[src/rtl/round_tracker_pkg.sv]
// Shared definitions for the game score keeper: round-result and winner
// encodings plus the tracker state enumeration.
package round_tracker_pkg;

  // Round result, player-1 view (11 is illegal)
  localparam logic [1:0] RES_DRAW = 2'b00;
  localparam logic [1:0] RES_WIN  = 2'b01;
  localparam logic [1:0] RES_LOSE = 2'b10;

  // Winner code, same encoding as isfinish printwinner
  localparam logic [1:0] W_NONE = 2'b00;
  localparam logic [1:0] W_DRAW = 2'b01;
  localparam logic [1:0] W_P1   = 2'b10;
  localparam logic [1:0] W_P2   = 2'b11;

  typedef enum logic [1:0] {
    S_IDLE = 2'd0,
    S_PLAY = 2'd1,
    S_EVAL = 2'd2,
    S_DONE = 2'd3
  } state_t;

endpackage

[src/rtl/round_tracker_sat_counter.sv]
// Saturating up-counter with synchronous clear.
//   clk, rst_n : clock, async active-low reset
//   clr        : synchronous clear (wins over en)
//   en         : increment by one, holding at all-ones
//   cnt        : registered count
module sat_counter #(
  parameter int unsigned CW = 4
) (
  input  logic          clk,
  input  logic          rst_n,
  input  logic          clr,
  input  logic          en,
  output logic [CW-1:0] cnt
);

  always_ff @(posedge clk or negedge rst_n) begin
    if (!rst_n) begin
      cnt <= '0;
    end else if (clr) begin
      cnt <= '0;
    end else if (en && (cnt != '1)) begin
      cnt <= cnt + CW'(1);
    end
  end

endmodule

[src/rtl/round_tracker.sv]
// Score keeper for one game. Accepts one round result at a time, updates
// round/win/lose counters, then samples the external isfinish verdict in a
// one-cycle EVAL state to decide whether play continues. The final winner is
// latched and held until the next start.
//   clk, rst_n         : clock, async active-low reset
//   start              : begin / restart a game, clears counters and winner
//   res_valid, res     : round result offer; res_ready high only in PLAY
//   round, win, lose   : registered counters, driven to isfinish
//   fin, printwinner   : isfinish verdict, sampled during EVAL
//   game_over, winner  : registered end-of-game status
//   res_err            : one-cycle pulse after an illegal result in PLAY
module round_tracker
  import round_tracker_pkg::*;
#(
  parameter int unsigned CW        = 4,
  parameter int unsigned MAX_ROUND = 9
) (
  input  logic          clk,
  input  logic          rst_n,
  input  logic          start,
  input  logic          res_valid,
  input  logic [1:0]    res,
  output logic          res_ready,
  output logic [CW-1:0] round,
  output logic [CW-1:0] win,
  output logic [CW-1:0] lose,
  input  logic          fin,
  input  logic [1:0]    printwinner,
  output logic          game_over,
  output logic [1:0]    winner,
  output logic          res_err
);

  // Round cap must be representable in the counters
  if (MAX_ROUND >= (2 ** CW)) begin : g_bad_max_round
    $error("round_tracker: MAX_ROUND must be < 2**CW");
  end

  localparam logic [CW-1:0] ROUND_CAP = CW'(MAX_ROUND);

  state_t     state, state_d;
  logic [1:0] winner_d;
  logic       clr, inc_round, inc_win, inc_lose, err_d;

  // State register and registered outputs (decoded from the next state)
  always_ff @(posedge clk or negedge rst_n) begin
    if (!rst_n) begin
      state     <= S_IDLE;
      winner    <= W_NONE;
      res_ready <= 1'b0;
      game_over <= 1'b0;
      res_err   <= 1'b0;
    end else begin
      state     <= state_d;
      winner    <= winner_d;
      res_ready <= (state_d == S_PLAY);
      game_over <= (state_d == S_DONE);
      res_err   <= err_d;
    end
  end

  // Next-state and counter control; start overrides everything else
  always_comb begin
    state_d   = state;
    winner_d  = winner;
    clr       = 1'b0;
    inc_round = 1'b0;
    inc_win   = 1'b0;
    inc_lose  = 1'b0;
    err_d     = 1'b0;
    if (start) begin
      clr      = 1'b1;
      winner_d = W_NONE;
      state_d  = S_PLAY;
    end else begin
      case (state)
        S_PLAY: begin
          if (res_valid) begin
            if (res == 2'b11) begin
              err_d = 1'b1;
            end else begin
              inc_round = 1'b1;
              inc_win   = (res == RES_WIN);
              inc_lose  = (res == RES_LOSE);
              state_d   = S_EVAL;
            end
          end
        end
        S_EVAL: begin
          if (fin) begin
            winner_d = printwinner;
            state_d  = S_DONE;
          end else if (round == ROUND_CAP) begin
            winner_d = W_DRAW;
            state_d  = S_DONE;
          end else begin
            state_d = S_PLAY;
          end
        end
        default: ;
      endcase
    end
  end

  sat_counter #(.CW(CW)) u_round (
    .clk(clk), .rst_n(rst_n), .clr(clr), .en(inc_round), .cnt(round)
  );

  sat_counter #(.CW(CW)) u_win (
    .clk(clk), .rst_n(rst_n), .clr(clr), .en(inc_win), .cnt(win)
  );

  sat_counter #(.CW(CW)) u_lose (
    .clk(clk), .rst_n(rst_n), .clr(clr), .en(inc_lose), .cnt(lose)
  );

endmodule

[config.mk]
export PLATFORM = sky130hd
export DESIGN_NAME = round_tracker
export DESIGN_NICKNAME = d
export VERILOG_FILES = /design/src/rtl/round_tracker_pkg.sv /design/src/rtl/round_tracker_sat_counter.sv /design/src/rtl/round_tracker.sv
export SDC_FILE = /design/constraint.sdc
export NUM_CORES = 1
export LEC_CHECK = 0
export ABC_AREA = 1
export BUFFER_PORTS_ARGS = -buffer_cell sky130_fd_sc_hd__buf_2
export CAP_MARGIN = 10
export CORE_ASPECT_RATIO = 0.8
export CORE_MARGIN = 10
export CORE_UTILIZATION = 39
export CTS_BUF_LIST = sky130_fd_sc_hd__clkbuf_16
export DETAILED_ROUTE_END_ITERATION = 16
export PLACE_DENSITY_LB_ADDON = 0.1
export SETUP_SLACK_MARGIN = 0.1
export SYNTH_ARGS = -nofsm -noshare
export SYNTH_HDL_FRONTEND = slang
export SYNTH_SLANG_ARGS = --single-unit
[constraint.sdc]
create_clock -name clk -period 1.5 [get_ports clk]
set_input_delay 0.15 -clock clk [delete_from_list [all_inputs] [get_ports clk]]
set_output_delay 0.15 -clock clk [all_outputs]
set_load 0.02 [all_outputs]
==> impl_results.md <==
- Final Hold Vio Count: 0
- Final GP Congestion: roughly 0.84
- Drt pass-1 iters: 4
- Antenna violations before repair: 0
- CP Class: reg2reg
- Status: complete, no violations
- Wire per inst: between 10 and 15 um
- Vias in the first global route: slightly above 900
- GRT met2 Usage: 0.156
- Reg-to-Reg Start: state[0]
- Hold path startpoint: printwinner[1]
- Final setup violation count: 0
- # DRC: 0
- Mapped Cells: 121
- Die H: about 66 um
- Drt total wl: around 2.3 mm
- Least-Margin Pin Slew: around 0.43 ns
- CTS tree: built
- Die X: roughly 80 um
- M1 GR Usage: 0.107
- Largest net degree at the start of global routing: 20
- WHS: 0.161 ns
- Antenna Nets Post-Route: 0
- Fraction of registers with async set/reset: 1.00
- CORE AREA: about 2500 um^2
- Placed cells: roughly 180
- Crit. End Element: register
- FP Rows: 16
- H-tree depth: 1
- Leakage: just under 0.7 nW
- Worst Hold Class: in2reg
- Max Clk Rate: between 700 and 800 MHz
- GR Util met3: 0.0530
- Netlist cell types: 22
- IO Pins: 26
- Critical Path Fanout Max: 3
- Longest Clk Path Bufs: 2
- Power per cell area: approximately 1300 nW/um^2
- Setup Skew: about 0.0013 ns
- Layout cells sized above 1: 0.336
- MaxCap Viol Count: 0
- 1st-iter DRT viols: 36
- Synth area leaders: dfrtp_1 (46%), ha_1 (7.2%), nand2_1 (6.8%)
- Post-synthesis register bit count: 19
- Tot GR Track Use: 0.0979
- Top cell type's share of synthesized area: 0.456
- Register area share after synthesis: 0.456
- Fin cells: ~190
- Starting Density: 0.417
- Layout area overhead: 31.7%
- Total negative slack: 0 ns
- Unrepaired setup endpoints after global routing: yes
- Synthesized area: about 1000 um^2
- Critical Path Source: state[0]
- CTS buffer count: 3
- Most Crowded Layer GR: met2
- Max Slew Vio Count: 0
- Port Buf Inserts: 25
- Ant. Diodes: 0
- Clk root buf: clkbuf_16
- Synth cell count leaders: dfrtp_1 (19), nand2_1 (19), inv_1 (18)
- Syn nets: roughly 140
- Ys flop type: dfrtp_1
- Via count: roughly 890
- Worst-path clk slew: about 0.05 ns
- Clk sinks: 19
- Post-synth EDFFs: 0
- Die area: ~5200 um^2
- Grt ovf: 0
- First-pass GRT wire length: slightly above 4 mm
- Clock Latency Late Sink: 0.25 ns
- Syn Area/Cell: between 8 and 9 um^2
- CP arrival: around 1.5 ns
- CP Launch Type: register
- Peak supply drop: just over 800 uV
- Relative slew slack: 0.712
- Via/cell ratio: about 4.7
- Fin crit period: approximately 1.4 ns
- Area leader, netlist: dfrtp_1
- Layout Utilization: 0.549
- Final Cycle Share: 0.903
- Fillers: 242
- HPWL Detailed: approximately 1.8 mm
- Critical path required time: about 1.6 ns
- Yosys warnings: 0
- Final net count: between 150 and 200
## cell usage in the layout, fill, tap and decap left out, drive strengths merged, types with 3 or more instances in the layout
master,n
buf,28
nand2,22
inv,20
dfrtp,19
nand3,13
nor2,11
o21ai,9
ha,6
a21oi,5
nor3,5
xor2,4
nand4,3
clkbuf,3
## metal layers
metal / vias up / routed length (um)
met3: 2 / 210
met5: - / 0
li1: 454 / -
met2: 22 / 1060
met1: 414 / 1010
met4: 0 / 17
## power by group
group	total, mW	switching, mW	internal (mW)
logic	0.663	0.387	0.275
registers	0.648	0.0632	0.585
clock network	0.539	0.185	0.354
## state kept, by name (all words and copies together) (netlist names)
| register | count |
|---|---|
| u_lose.cnt | 4 |
| u_round.cnt | 4 |
| u_win.cnt | 4 |
| state | 2 |
| winner | 2 |
| game_over | 1 |
| res_err | 1 |
| res_ready | 1 |
## per-stage QoR
| stage | setup WS (ns) | area (um^2) | power, mW |
|---|---|---|---|
| 6_report | 0.146 | 1370 | 1.85 |
| 5_1_grt | 0.0654 | 1370 | 1.99 |
| 4_1_cts | 0.123 | 1310 | 1.76 |
| 3_5_place_dp | 0.0104 | 1210 | 1.17 |
| 3_3_place_gp | 0.0769 | 1210 | 1.15 |
| 2_1_floorplan | 0.113 | 1040 | 1.03 |
## worst max-delay path, stage by stage (launching register included)
cell	delay [ns]
dfrtp_1	0.42
inv_2	0.07
ha_4	0.24
or2_4	0.24
a31oi_4	0.20
a21oi_1	0.06
## cell families (layout without fill, tap and decap cells)
group,Yosys count,count (layout),synth area share
and+or+nand+nor,55,55,0.255
adders and majority gates,6,6,0.0719
buffers and inverters,21,52,0.0803
AOI/OAI and AO/OA,16,16,0.103
DFF,19,19,0.456
xor gates and xnor gates,4,4,0.0336
## path summary, 6_finish.rpt
| kind | slack (ns) | to | depth (start not counted) |
|---|---|---|---|
| min in group asynchronous | 0.37 | u_lose.cnt[3] | 2 |
| max in group asynchronous | 0.82 | winner[1] | 2 |
| hold / removal | 0.16 | winner[1] | 3 |
| hold reg to reg | 0.51 | winner[1] | 2 |
| setup reg to reg | 0.15 | res_ready | 5 |
| setup / recovery | 0.15 | res_ready | 5 |
## cell type report
cell class | count | area [um^2] | share of cell area
Clock inverter | 1 | 3.75 | 0.00273
Clock buffer | 3 | 75.1 | 0.0546
Inverter | 19 | 76.3 | 0.0556
Sequential cell | 19 | 475 | 0.346
Multi-Input combinational cell | 81 | 541 | 0.393
Timing Repair Buffer | 29 | 158 | 0.115
Tap cell | 36 | 45.0 | 0.0328
## what timing repair did
action	in CTS	in global routing
resized for setup	1	14
setup endpoints to repair	4	11
buffers inserted	1	1
endpoints found under the hold margin	19	0
hold buffers	1	0
pin swaps	1	3
No activity file was read; power rests on OpenSTA's default activity.
